[config.mk]
export PLATFORM = sky130hd
export DESIGN_NAME = vga_sync_decoder
export DESIGN_NICKNAME = d
export VERILOG_FILES = /design/src/rtl/vga_dec_pkg.sv /design/src/rtl/vga_dec_edge.sv /design/src/rtl/vga_sync_decoder.sv
export SDC_FILE = /design/constraint.sdc
export NUM_CORES = 1
export LEC_CHECK = 0
export BUFFER_PORTS_ARGS = -buffer_cell sky130_fd_sc_hd__buf_2
export CORE_UTILIZATION = 55
export DETAILED_ROUTE_END_ITERATION = 10
export PLACE_DENSITY = 0.77
export SETUP_SLACK_MARGIN = 0.4
export SLEW_MARGIN = 20
export SYNTH_ARGS = -nofsm -noshare
export SYNTH_HDL_FRONTEND = slang
export SYNTH_HIERARCHICAL = 1
export SYNTH_SLANG_ARGS = --single-unit
export TNS_END_PERCENT = 20
[constraint.sdc]
create_clock -name Clock -period 7.1 [get_ports Clock]
set_input_delay 1.42 -clock Clock [delete_from_list [all_inputs] [get_ports Clock]]
set_output_delay 1.42 -clock Clock [all_outputs]
set_load 0.01 [all_outputs]
[src/rtl/vga_dec_pkg.sv]
// Shared types and default timing for the VGA sync decoder.
// The default timing matches an 800x521 reference raster with 48/32 porches.
package vga_dec_pkg;

   typedef enum logic [1:0] {
      SEARCH  = 2'd0,
      MEASURE = 2'd1,
      LOCKED  = 2'd2
   } dec_state_t;

   localparam int DEF_CNT_W        = 10;
   localparam int DEF_H_ACT_START  = 48;
   localparam int DEF_H_ACT        = 640;
   localparam int DEF_V_ACT_START  = 32;
   localparam int DEF_V_ACT        = 480;
   localparam int DEF_LOCK_FRAMES  = 2;
   localparam int REF_LINE_LEN     = 800;
   localparam int REF_FRAME_LINES  = 521;
   localparam int RGB_W            = 3;
   localparam int MATCH_W          = 8;

   // True when pos lies in the half-open window [start, start+len).
   function automatic logic in_window(input int pos, input int start, input int len);
      return (pos >= start) && (pos < start + len);
   endfunction

endpackage

[src/rtl/vga_dec_edge.sv]
// Sync sampler: keeps the previous strobe's sync level and flags a rising
// edge (sync interval ending). Everything advances only on pixel strobes.
module vga_dec_edge (
   input  logic Clock,
   input  logic Reset,
   input  logic i_en,
   input  logic i_sync,
   output logic o_rise
);

   logic r_prev;

   // Previous sample idles high so a sync already high after reset is not an edge.
   always_ff @(posedge Clock) begin
      if (Reset)
         r_prev <= 1'b1;
      else if (i_en)
         r_prev <= i_sync;
   end

   assign o_rise = i_en & i_sync & ~r_prev;

endmodule

[src/rtl/vga_sync_decoder.sv]
// Receive-side VGA timing recovery: rebuilds X/Y from the sync edges,
// measures line and frame periods and declares lock after LOCK_FRAMES
// identical frames. Optional statistics outputs (frame counter, lock-loss
// counter) are built when VGA_DEC_STATS_EN is defined.
//
//   state   | meaning
//   --------+-----------------------------------------------------------
//   SEARCH  | no timing reference; waiting for a V_Sync rising edge
//   MEASURE | latching line length, counting identical frames
//   LOCKED  | periods stable; any mismatch or counter saturation drops out
module vga_sync_decoder
   import vga_dec_pkg::*;
#(
   parameter int CNT_W       = DEF_CNT_W,
   parameter int H_ACT_START = DEF_H_ACT_START,
   parameter int H_ACT       = DEF_H_ACT,
   parameter int V_ACT_START = DEF_V_ACT_START,
   parameter int V_ACT       = DEF_V_ACT,
   parameter int LOCK_FRAMES = DEF_LOCK_FRAMES
) (
   input  logic             Clock,
   input  logic             Reset,
   input  logic             iPixelEn,
   input  logic             iH_Sync,
   input  logic             iV_Sync,
   input  logic [RGB_W-1:0] iRGB,
   output logic [CNT_W-1:0] oCont_X,
   output logic [CNT_W-1:0] oCont_Y,
   output logic [RGB_W-1:0] oRGB,
   output logic             oActive,
   output logic             oLocked,
   output logic [CNT_W-1:0] oLineLen,
   output logic [CNT_W-1:0] oFrameLines
`ifdef VGA_DEC_STATS_EN
   ,
   output logic [15:0]      oFrameCnt,
   output logic [7:0]       oLockLoss
`endif
);

   localparam logic [CNT_W-1:0]   CNT_MAX  = '1;
   localparam logic [MATCH_W-1:0] LOCK_TGT = MATCH_W'(LOCK_FRAMES);

   dec_state_t         r_state;
   dec_state_t         w_state_nxt;
   logic [CNT_W-1:0]   r_x;
   logic [CNT_W-1:0]   r_y;
   logic [CNT_W-1:0]   w_x_nxt;
   logic [CNT_W-1:0]   w_y_nxt;
   logic [CNT_W-1:0]   r_line_ref;
   logic [CNT_W-1:0]   w_line_ref_nxt;
   logic               r_line_ref_vld;
   logic               w_line_ref_vld_nxt;
   logic [CNT_W-1:0]   r_frame_ref;
   logic [CNT_W-1:0]   w_frame_ref_nxt;
   logic [MATCH_W-1:0] r_match;
   logic [MATCH_W-1:0] w_match_nxt;
   logic [MATCH_W-1:0] w_match_inc;
   logic               r_locked;
   logic               r_active;
   logic [RGB_W-1:0]   r_rgb;
   logic               w_locked_nxt;
   logic               w_active_nxt;
   logic               w_h_rise;
   logic               w_v_rise;
   logic [CNT_W-1:0]   w_line_meas;
   logic [CNT_W-1:0]   w_frame_meas;
   logic               w_line_bad;
   logic               w_frame_bad;
   logic               w_cnt_sat;

   vga_dec_edge u_h_edge (
      .Clock  (Clock),
      .Reset  (Reset),
      .i_en   (iPixelEn),
      .i_sync (iH_Sync),
      .o_rise (w_h_rise)
   );

   vga_dec_edge u_v_edge (
      .Clock  (Clock),
      .Reset  (Reset),
      .i_en   (iPixelEn),
      .i_sync (iV_Sync),
      .o_rise (w_v_rise)
   );

   // Periods are the count reached on the strobe before the edge, plus one.
   assign w_line_meas  = r_x + CNT_W'(1);
   assign w_frame_meas = r_y + CNT_W'(1);
   assign w_line_bad   = w_h_rise && (w_line_meas != r_line_ref);
   assign w_frame_bad  = w_v_rise && (w_frame_meas != r_frame_ref);

   // Saturating position counters; V edge has priority over H edge for Y.
   always_comb begin
      w_x_nxt = r_x;
      w_y_nxt = r_y;
      if (w_h_rise)
         w_x_nxt = '0;
      else if (r_x != CNT_MAX)
         w_x_nxt = r_x + CNT_W'(1);
      if (w_v_rise)
         w_y_nxt = '0;
      else if (w_h_rise && (r_y != CNT_MAX))
         w_y_nxt = r_y + CNT_W'(1);
   end

   // A counter pinned at its ceiling means a sync edge went missing.
   assign w_cnt_sat = (w_x_nxt == CNT_MAX) || (w_y_nxt == CNT_MAX);

   // Next-state and reference bookkeeping.
   always_comb begin
      w_state_nxt        = r_state;
      w_line_ref_nxt     = r_line_ref;
      w_line_ref_vld_nxt = r_line_ref_vld;
      w_frame_ref_nxt    = r_frame_ref;
      w_match_nxt        = r_match;
      w_match_inc        = r_match + MATCH_W'(1);
      case (r_state)
         SEARCH: begin
            if (w_v_rise) begin
               w_state_nxt        = MEASURE;
               w_match_nxt        = '0;
               w_line_ref_vld_nxt = 1'b0;
            end
         end
         MEASURE: begin
            if (w_h_rise && !r_line_ref_vld) begin
               w_line_ref_nxt     = w_line_meas;
               w_line_ref_vld_nxt = 1'b1;
            end
            if (w_h_rise && r_line_ref_vld && w_line_bad) begin
               w_state_nxt = SEARCH;
            end else if (w_v_rise) begin
               // A differing frame restarts the count with itself as the reference.
               if (w_frame_bad) begin
                  w_frame_ref_nxt = w_frame_meas;
                  w_match_inc     = MATCH_W'(1);
               end
               w_match_nxt = w_match_inc;
               if (w_match_inc >= LOCK_TGT)
                  w_state_nxt = LOCKED;
            end
         end
         LOCKED: begin
            if (w_line_bad || w_frame_bad || w_cnt_sat)
               w_state_nxt = SEARCH;
         end
         default: w_state_nxt = SEARCH;
      endcase
   end

   // Outputs describe the same strobe the counters are moving to.
   always_comb begin
      w_locked_nxt = (w_state_nxt == LOCKED);
      w_active_nxt = w_locked_nxt
                     && in_window(int'(w_x_nxt), H_ACT_START, H_ACT)
                     && in_window(int'(w_y_nxt), V_ACT_START, V_ACT);
   end

   // State, counters and registered outputs; everything holds between strobes.
   always_ff @(posedge Clock) begin
      if (Reset) begin
         r_state        <= SEARCH;
         r_x            <= '0;
         r_y            <= '0;
         r_line_ref     <= '0;
         r_line_ref_vld <= 1'b0;
         r_frame_ref    <= '0;
         r_match        <= '0;
         r_locked       <= 1'b0;
         r_active       <= 1'b0;
         r_rgb          <= '0;
      end else if (iPixelEn) begin
         r_state        <= w_state_nxt;
         r_x            <= w_x_nxt;
         r_y            <= w_y_nxt;
         r_line_ref     <= w_line_ref_nxt;
         r_line_ref_vld <= w_line_ref_vld_nxt;
         r_frame_ref    <= w_frame_ref_nxt;
         r_match        <= w_match_nxt;
         r_locked       <= w_locked_nxt;
         r_active       <= w_active_nxt;
         r_rgb          <= w_active_nxt ? iRGB : '0;
      end
   end

   assign oCont_X     = r_x;
   assign oCont_Y     = r_y;
   assign oRGB        = r_rgb;
   assign oActive     = r_active;
   assign oLocked     = r_locked;
   assign oLineLen    = r_line_ref;
   assign oFrameLines = r_frame_ref;

`ifdef VGA_DEC_STATS_EN
   logic [15:0] r_frame_cnt;
   logic [7:0]  r_lock_loss;

   // Locked frames counted at each V edge that keeps lock; lock losses saturate.
   always_ff @(posedge Clock) begin
      if (Reset) begin
         r_frame_cnt <= '0;
         r_lock_loss <= '0;
      end else if (iPixelEn && (r_state == LOCKED)) begin
         if (w_state_nxt != LOCKED) begin
            if (r_lock_loss != 8'hFF)
               r_lock_loss <= r_lock_loss + 8'd1;
         end else if (w_v_rise) begin
            r_frame_cnt <= r_frame_cnt + 16'd1;
         end
      end
   end

   assign oFrameCnt = r_frame_cnt;
   assign oLockLoss = r_lock_loss;
`endif

endmodule

== Yosys cells after proc, flatten, opt, wreduce, memory -nomap -nowiden ==
Cells that the tools add are included.

* Add/subtract/negate cells: 3
* Order comparisons: 5
* Eq/ne operators: 13
* Mux-type cells: 22
* Bitwise operators: 7
* Reductions and logical operators: 20

{| class="wikitable"
|+ Operator list
! kind !! number
|-
| $mux W8 || 7
|-
| $mux W10 || 4
|-
| $add A10 B1 Y10 const B || 2
|-
| $eq A10 B10 Y1 const B || 2
|-
| $ge A10 B6 Y1 const B || 2
|-
| $lt A10 B10 Y1 const B || 2
|-
| $ne A10 B10 Y1 || 2
|-
| $ne A10 B10 Y1 const B || 2
|-
| $pmux W8 S2 || 1
|-
| $logic_and A1 B1 Y1 || 10
|-
| $mux W2 || 5
|-
| $reduce_and A5 Y1 || 2
|-
| $add A8 B1 Y8 const B || 1
|-
| $ge A8 B2 Y1 const B || 1
|-
| $ne A2 B2 Y1 const B || 4
|-
| $pmux W2 S3 || 1
|-
| $and A1 B1 Y1 || 4
|-
| $eq A2 B2 Y1 const B || 2
|-
| $reduce_and A4 Y1 || 1
|-
| $logic_or A1 B1 Y1 || 3
|-
| $mux W3 || 1
|-
| $not A1 Y1 || 3
|-
| $reduce_and A3 Y1 || 1
|-
| $eq A2 B1 Y1 const B || 1
|-
| other kinds (5) || 6
|}

* Bits in registers: 58
* Bits of input ports: 8
* Output and inout bits: 45
* Logic and storage cells: 82

== Longest topological paths before layout ==
Gate-level depths: netlist (run 1).

* Depth in word-level cells: 16
* Mapped depth: 11

== Hierarchy ==
Netlist (run 1), hierarchy kept.

{| class="wikitable"
|+ By module, submodules not included
! module !! instances !! cells each !! area each (um^2) !! sequential area each (um^2)
|-
| vga_sync_decoder || 1 || 504 || 3927.5 || 1121.1
|-
| vga_dec_edge || 2 || 5 || 41.3 || 20.0
|}

== Least setup slack after synthesis (run 1) ==
No wires, ideal clock.

* Path type: input port to flip-flop
* Start: in iPixelEn
* End: reg r_active, in the netlist oActive
* Arrival: 3.210 ns
* Required time: 6.967 ns
* Setup slack: 3.757 ns
* Stages: 10
* Path buffers: 1
* Path through: nand2_1 > nor2_1 > clkbuf_1 > a41oi_1 > a311oi_1 > nand3_1 > nor3_1 > a311oi_1 > a41oi_1 > o21ai_0

{| class="wikitable"
|+ RTL lines
! item !! RTL line !! source
|-
| from (decl) || vga_sync_decoder.sv:23 || <nowiki>input logic iPixelEn,</nowiki>
|-
| $and A1 B1 Y1 (*) (2 in series) || vga_dec_edge.sv:21 || <nowiki>assign o_rise = i_en & i_sync & ~r_prev;</nowiki>
|-
| net w_h_rise || vga_sync_decoder.sv:64 || <nowiki>logic w_h_rise;</nowiki>
|-
| $logic_and A1 B1 Y1 || vga_sync_decoder.sv:104 || <nowiki>else if (w_h_rise && (r_y != CNT_MAX))</nowiki>
|-
| $mux W10 || vga_sync_decoder.sv:104 ||
|-
| $mux W10 || vga_sync_decoder.sv:102 || <nowiki>if (w_v_rise)</nowiki>
|-
| $eq A10 B10 Y1 || vga_sync_decoder.sv:109 || <nowiki>assign w_cnt_sat = (w_x_nxt == CNT_MAX) || (w_y_nxt == CNT_MAX);</nowiki>
|-
| $logic_or A1 B1 Y1 || vga_sync_decoder.sv:109 ||
|-
| $logic_or A1 B1 Y1 || vga_sync_decoder.sv:146 || <nowiki>if (w_line_bad || w_frame_bad || w_cnt_sat)</nowiki>
|-
| $mux W2 || vga_sync_decoder.sv:146 ||
|-
| $pmux W2 S3 || vga_sync_decoder.sv:119 || <nowiki>case (r_state)</nowiki>
|-
| $eq A2 B2 Y1 || vga_sync_decoder.sv:155 || <nowiki>w_locked_nxt = (w_state_nxt == LOCKED);</nowiki>
|-
| $logic_and A1 B1 Y1 || vga_sync_decoder.sv:157 || <nowiki>&& in_window(int'(w_x_nxt), H_ACT_START, H_ACT)</nowiki>
|-
| $logic_and A1 B1 Y1 (*) || vga_sync_decoder.sv:158 || <nowiki>&& in_window(int'(w_y_nxt), V_ACT_START, V_ACT);</nowiki>
|-
| to (signal assigned) || vga_sync_decoder.sv:183 || <nowiki>r_active <= w_active_nxt;</nowiki>
|-
| to (decl) || vga_sync_decoder.sv:60 || <nowiki>logic r_active;</nowiki>
|}

The timed path passes the listed nets; every way through them passes the cells marked *. The select of a mux whose other input is x is not followed.
A chain may end at the register's enable or synchronous reset.

== Final worst setup path (run 1) ==
* Start: in iPixelEn
* End: reg r_rgb[2], in the netlist oRGB[2]

{| class="wikitable"
|+ RTL lines
! item !! RTL line !! source
|-
| $and A1 B1 Y1 (*) (2 in series) || vga_dec_edge.sv:21 ||
|-
| net w_h_rise || vga_sync_decoder.sv:64 ||
|-
| $logic_and A1 B1 Y1 || vga_sync_decoder.sv:104 ||
|-
| $mux W10 || vga_sync_decoder.sv:104 ||
|-
| $mux W10 || vga_sync_decoder.sv:102 ||
|-
| $eq A10 B10 Y1 || vga_sync_decoder.sv:109 ||
|-
| $logic_or A1 B1 Y1 || vga_sync_decoder.sv:109 ||
|-
| $logic_or A1 B1 Y1 || vga_sync_decoder.sv:146 ||
|-
| $mux W2 || vga_sync_decoder.sv:146 ||
|-
| $pmux W2 S3 || vga_sync_decoder.sv:119 ||
|-
| $eq A2 B2 Y1 || vga_sync_decoder.sv:155 ||
|-
| $logic_and A1 B1 Y1 || vga_sync_decoder.sv:157 ||
|-
| $logic_and A1 B1 Y1 (*) || vga_sync_decoder.sv:158 ||
|-
| $mux W3 (*) || vga_sync_decoder.sv:184 || <nowiki>r_rgb <= w_active_nxt ? iRGB : '0;</nowiki>
|-
| to (signal assigned) || vga_sync_decoder.sv:184 ||
|-
| to (decl) || vga_sync_decoder.sv:61 || <nowiki>logic [RGB_W-1:0] r_rgb;</nowiki>
|}

Marked as above.

==> results.json, run 1 <==
{
  "place_area_um2": 4229,
  "initial_core_util_pct": 58.06,
  "root_buffer": "clkbuf_8",
  "dieArea_um2": 7636,
  "muxShareOfSynthArea_pct": 4.743,
  "syn_area_um2": 4010,
  "synth_compound_area_share_pct": 25.09,
  "ys_seq_elements": 58,
  "required_ns": 7.32,
  "nets": 553,
  "clk_pin_slew_ns": 0.07,
  "cts_sinks": 58,
  "cts_resized": 0,
  "max_freq_ghz": 0.2042,
  "postRouteWirelength_um": 10250,
  "worstHoldStart": "oLocked$_SDFFE_PP0P_",
  "fillCellCount": 642,
  "cts_max_level": 3,
  "grt_pass1_wl_um": 16490,
  "antenna_found_initial": 0,
  "p_leak_nw": 1.769,
  "tightest_slew_ns": 1.017,
  "synth_area_leaders": "dfxtp_1, nor2_1, mux2i_1, nand2_1, xnor2_1",
  "dp_hpwl_um": 7078,
  "die_x_um": 87.39,
  "synth_top_family_by_area": "simple AND/OR/NAND/NOR gates",
  "diodes": 0,
  "synth_fa_ha_area_share_pct": 0.9360,
  "clock_path_buffers": 2,
  "postRouteAntennaNets": 0,
  "final_common_cell": "nor2_1",
  "grt_pass1_vias": 3388,
  "yosys_warnings": 6,
  "skew_ns": 0.01052,
  "cap_violations": 0,
  "timing.critical_path.from": "iPixelEn",
  "grt_max_degree": 52,
  "crit_chain": "buf_2, nand2_1, nor2_1, clkinv_1, a2111oi_0, a211oi_1, a2111oi_0, nor4_1, nand2_1, o21ai_0",
  "min_path_type": "flip-flop to flip-flop",
  "hold_buffers": 0,
  "synth_enable_flop_cells": 0,
  "core.rowCount": 30,
  "stdcell_count": 643,
  "reg2reg_from": "oCont_X[0]$_SDFFE_PP0P_",
  "fp.dieH_um": 87.39,
  "slew_violations": 0,
  "ioPinCount": 53,
  "end_kind": "flip-flop",
  "first_iter_violations": 315,
  "setup_viol_count_final": 0,
  "syn_nets": 525,
  "startpoint_type": "input pin",
  "synth-seq-area-share_pct": 28.95,
  "core_area_um2": 6907,
  "areaGrowthSynthToFinish_pct": 10.92,
  "cp.buffers_inverters": 2,
  "cts_tree": "yes",
  "synth_top_area_share_pct": 28.95,
  "via_per_inst": 6.148,
  "insertion_delay_ns": 0.35,
  "synth-xor-area-share_pct": 6.459,
  "grt_remaining_overflow": 0,
  "syn_inst": 514,
  "synthArstFlopShare_pct": 0,
  "final_area_um2": 4448,
  "hold_violations": 0,
  "cp_slowest_cell": "nor2_1",
  "wl_per_cell_um": 15.93,
  "status": "finished, final reports clean",
  "grt_setup_unrepaired": "no",
  "synth_ff_type": "dfxtp_1",
  "vias": 3953,
  "grtUsageTotal_pct": 27.60,
  "cellPowerDensity_nw_per_um2": 161.6,
  "period_minus_slack_ns": 4.897,
  "crit_family": "compound AO/OA/AOI/OAI gates",
  "drc": 0,
  "synth-simple-area-share_pct": 28.02,
  "slew_headroom_pct": 32.19,
  "hold-worst-slack_ns": 0.4636,
  "first_pass_iters": 5,
  "path_class": "input pin to flip-flop",
  "cts_buffers": 9,
  "gp_congestion": 0.9515,
  "slowest_delay_ns": 0.70,
  "syn_avg_cell_area_um2": 7.802,
  "min_period_over_period_pct": 68.97,
  "peakVddDrop_mv": 0.1266,
  "drive_gt1_share_pct": 16.64,
  "synth_cell_types": 76,
  "final_cell_mix": "nor2_1, dfxtp_1, buf_2",
  "utilization_pct": 64.40,
  "dp_cells": 627,
  "crit_arrival_ns": 5.11,
  "final.setup.tns_ns": 0,
  "critPathMaxFanout": 32,
  "yosys.area.top_type": "dfxtp_1",
  "post-cts-setup-buffers": 0,
  "portBuffers": 52
}
## worst min-delay path, delay by kind of cell (launching register included)
family	cells	cell delay [ns]
simple gates	1	0.05
compound gates	1	0.06
flops	1	0.33
## power by group
group / internal (mW) / leakage [nW] / switching (mW)
sequential: 0.328 / 0.468 / 0.00493
clock: 0.206 / 0.109 / 0.142
combinational: 0.0122 / 1.19 / 0.0259
## through the flow
stage,worst slack (ns),power (mW)
after floorplan,3.757,0.3669
after global placement,2.384,0.3768
after detailed placement,2.050,0.3777
after CTS,2.391,0.7196
after global routing,1.934,0.7427
final,2.203,0.7189
## Yosys cell counts, types with 3 or more instances
library cell / n
nor2_1: 69
dfxtp_1: 58
nand2_1: 48
a21oi_1: 21
o21ai_0: 20
mux2i_1: 19
clkbuf_1: 18
nand3_1: 18
a211oi_1: 17
inv_1: 16
xnor2_1: 15
a31oi_1: 12
buf_2: 12
xor2_1: 12
nor2b_1: 11
nand2b_1: 9
and3_1: 7
nor3_1: 7
a311oi_1: 6
nand4_1: 6
a41oi_1: 5
buf_4: 5
nand3b_1: 5
a22oi_1: 4
and2_1: 4
o21ai_1: 4
o31ai_1: 4
or3_1: 4
ha_1: 3
nand4_2: 3
nor3b_1: 3
o2111ai_1: 3
o211ai_1: 3
o22ai_1: 3
or4_1: 3
## routing by layer
metal	track usage, %	share of wire, %
met3	5.118	6.1
met2	43.18	45
met1	38.28	47
met5	0	0
met4	8.793	1.3
## state kept, by name, summed over array words and instances (netlist names)
name / flops
oCont_X: 10
oFrameLines: 10
r_match: 8
oLocked: 1
oActive: 1
oCont_Y: 10
oLineLen: 10
r_state: 2
u_h_edge/r_prev: 1
u_v_edge/r_prev: 1
oRGB: 3
r_line_ref_vld: 1
## cell families (layout without fill, tap and decap cells)
group	after synthesis	in the layout
simple gates	218	218
buf+inv	53	86
fa+ha+maj	3	3
compound gates	135	135
flops	58	58
xor+xnor	28	28
mux	19	19
## worst paths after layout
kind,endpoint,slack [ns],cells after the start
min,oLocked$_SDFFE_PP0P_,0.46,2
max,oRGB[2]$_SDFFE_PP0P_,2.20,10
max reg2reg,oFrameLines[5]$_SDFFE_PP0P_,3.25,8
min reg2reg,oLocked$_SDFFE_PP0P_,0.46,2
## area by class of cell
cell class	instances	area (um^2)	area share, %
multi-input cells	403	2616	58.82
flip-flops and latches	58	1161	26.10
repair buffers	53	267.8	6.020
clock buffers	11	141.4	3.179
well taps	96	120.1	2.700
clock inverters	5	77.57	1.744
inverters	17	63.81	1.435
Power figures use the tool's default switching activity.
==> inputs of run 2 (changes only) <==
==> constraint.sdc (replaced) <==
create_clock -name Clock -period 4.7 [get_ports Clock]
set_input_delay 0.94 -clock Clock [delete_from_list [all_inputs] [get_ports Clock]]
set_output_delay 0.94 -clock Clock [all_outputs]
set_load 0.01 [all_outputs]
==> run 2 against run 1 <==
  * Final area is 0.17% higher
  * Critical path depth is 2 lower
  * Global-route usage is 0.47 points lower
  * Final cell count is 0.31% higher
  * Critical path type is now flip-flop to flip-flop
  * Critical endpoint is now oFrameLines[5]$_SDFFE_PP0P_
  * Largest cell class unchanged
  * Largest power group is now registers
==> results.json, run 2 (synthesis results as in run 1) <==
{
  "p_sw_mw": 0.2467,
  "postRouteAntennaNets": 0,
  "pre_cts_ws_ns": 1.014,
  "drive_gt1_share_pct": 16.94,
  "path_class": "flip-flop to flip-flop",
  "setup_viol_count_final": 0,
  "insertion_delay_ns": 0.35,
  "hold_buffers": 0,
  "slew_violations": 0,
  "cap_violations": 0,
  "core.rowCount": 30,
  "tightest_slew_ns": 0.7570,
  "core_area_um2": 6907,
  "status": "finished, final reports clean",
  "portBuffers": 52,
  "cp_slowest_cell": "nand4b_1",
  "first_iter_violations": 272,
  "end_kind": "flip-flop",
  "grt_pass1_vias": 3447,
  "post-cts-setup-buffers": 0,
  "final_common_cell": "nor2_1",
  "via_per_inst": 6.172,
  "cts_tree": "yes",
  "hold_violations": 0,
  "p_clk_share_pct": 46.4,
  "critPathMaxFanout": 15,
  "hold-worst-slack_ns": 0.4502,
  "required_ns": 4.94,
  "final_cell_mix": "nor2_1, dfxtp_1, buf_2",
  "grt_max_degree": 36,
  "p_seq_share_pct": 48.0,
  "slew_headroom_pct": 49.27,
  "max_freq_ghz": 0.2666,
  "cts_buffers": 9,
  "vias": 3981,
  "min_period_over_period_pct": 79.82,
  "skew_ns": 0.007113,
  "cts_max_level": 3,
  "cellPowerDensity_nw_per_um2": 234.9,
  "areaGrowthSynthToFinish_pct": 11.11,
  "final.setup.tns_ns": 0,
  "timing.critical_path.from": "oCont_X[0]$_SDFFE_PP0P_",
  "p_leak_nw": 1.780,
  "root_buffer": "clkbuf_8",
  "slowest_delay_ns": 0.72,
  "setup_ws_ns": 0.9486,
  "dieArea_um2": 7636,
  "power_switching_share_pct": 23.57,
  "wl_per_cell_um": 15.51,
  "die_x_um": 87.39,
  "initial_core_util_pct": 58.06,
  "period_minus_slack_ns": 3.751,
  "p_int_mw": 0.7999,
  "worstHoldStart": "oRGB[0]$_SDFFE_PP0P_",
  "min_path_type": "flip-flop to flip-flop",
  "gp_congestion": 0.8976,
  "ioPinCount": 53,
  "grtUsageTotal_pct": 27.13,
  "postRouteWirelength_um": 10000,
  "crit_arrival_ns": 3.99,
  "fp.dieH_um": 87.39,
  "place_area_um2": 4252,
  "startpoint_type": "flip-flop",
  "final_area_um2": 4456,
  "diodes": 0,
  "first_pass_iters": 5,
  "cts_resized": 0,
  "clk_pin_slew_ns": 0.07,
  "grt_setup_unrepaired": "no",
  "nets": 556,
  "peakVddDrop_mv": 0.1262,
  "comb_power_share_pct": 5.6,
  "drc": 0,
  "cts_sinks": 58,
  "reg2reg_from": "oCont_X[0]$_SDFFE_PP0P_",
  "crit_chain": "ha_1, nand3_2, a211oi_1, o2111ai_1, a311oi_1, a41oi_1, nand4b_1, o311a_1",
  "grt_remaining_overflow": 0,
  "dp_hpwl_um": 6944,
  "clock_path_buffers": 2,
  "grt_pass1_wl_um": 16280,
  "antenna_found_initial": 0
}
[run 2: cell types whose count changed in the layout (fill, tap and decap cells not counted)]
cell | previous run | this run
buf_4 | 1 | 4
clkinv_2 | 2 | 1
bufinv_16 | 2 | 1
clkinvlp_4 | 1 | 0
clkbuf_8 | 10 | 12
[run 2: worst paths after layout]
| kind | end | slack [ns] | cells past startpoint |
|---|---|---|---|
| worst max-delay path | oFrameLines[5]$_SDFFE_PP0P_ | 0.95 | 8 |
| worst max register to register | oFrameLines[5]$_SDFFE_PP0P_ | 0.95 | 8 |
| worst min register to register | oRGB[0]$_SDFFE_PP0P_ | 0.45 | 2 |
| worst min-delay path | oRGB[0]$_SDFFE_PP0P_ | 0.45 | 2 |
[run 2: worst max-delay path: cells and delay by family, from the launching register on]
kind | cells | cell delay, ns
simple gates | 2 | 0.97
compound gates | 5 | 1.52
flops | 1 | 0.58
fa+ha+maj | 1 | 0.56
[run 2: area by class of cell]
class / instances / area [um^2]
flip-flops and latches: 58 / 1161
well taps: 96 / 120.1
inverters: 17 / 63.81
repair buffers: 56 / 290.3
clock buffers: 13 / 168.9
clock inverters: 2 / 35.03
fillers: 635 / 2451
multi-input cells: 403 / 2616
[run 2: metrics by stage]
stage | util, % | power [mW] | std cells
after global placement | 61.56 | 0.5701 | 630
after floorplan | - | 0.5543 | 514
final | 64.51 | 1.047 | 645
after detailed placement | 61.56 | 0.5713 | 630
after CTS | 64.51 | 1.048 | 645
after global routing | 64.51 | 1.078 | 645
[run 2: power groups by stage]
stage	Clock (mW)	Sequential (mW)	Combinational, mW
after floorplan	0	0.511	0.0430
after global placement	0	0.513	0.0570
after detailed placement	0	0.513	0.0578
after CTS	0.488	0.502	0.0581
after global routing	0.510	0.503	0.0650
final	0.485	0.503	0.0587
[run 2: routing by layer]
layer	vias up	wire length (um)	global-route usage [%]
li1	1943	-	-
met1	1863	4623	36.87
met2	153	4557	40.98
met3	22	616	5.024
met4	0	205	13.71
met5	-	0	0
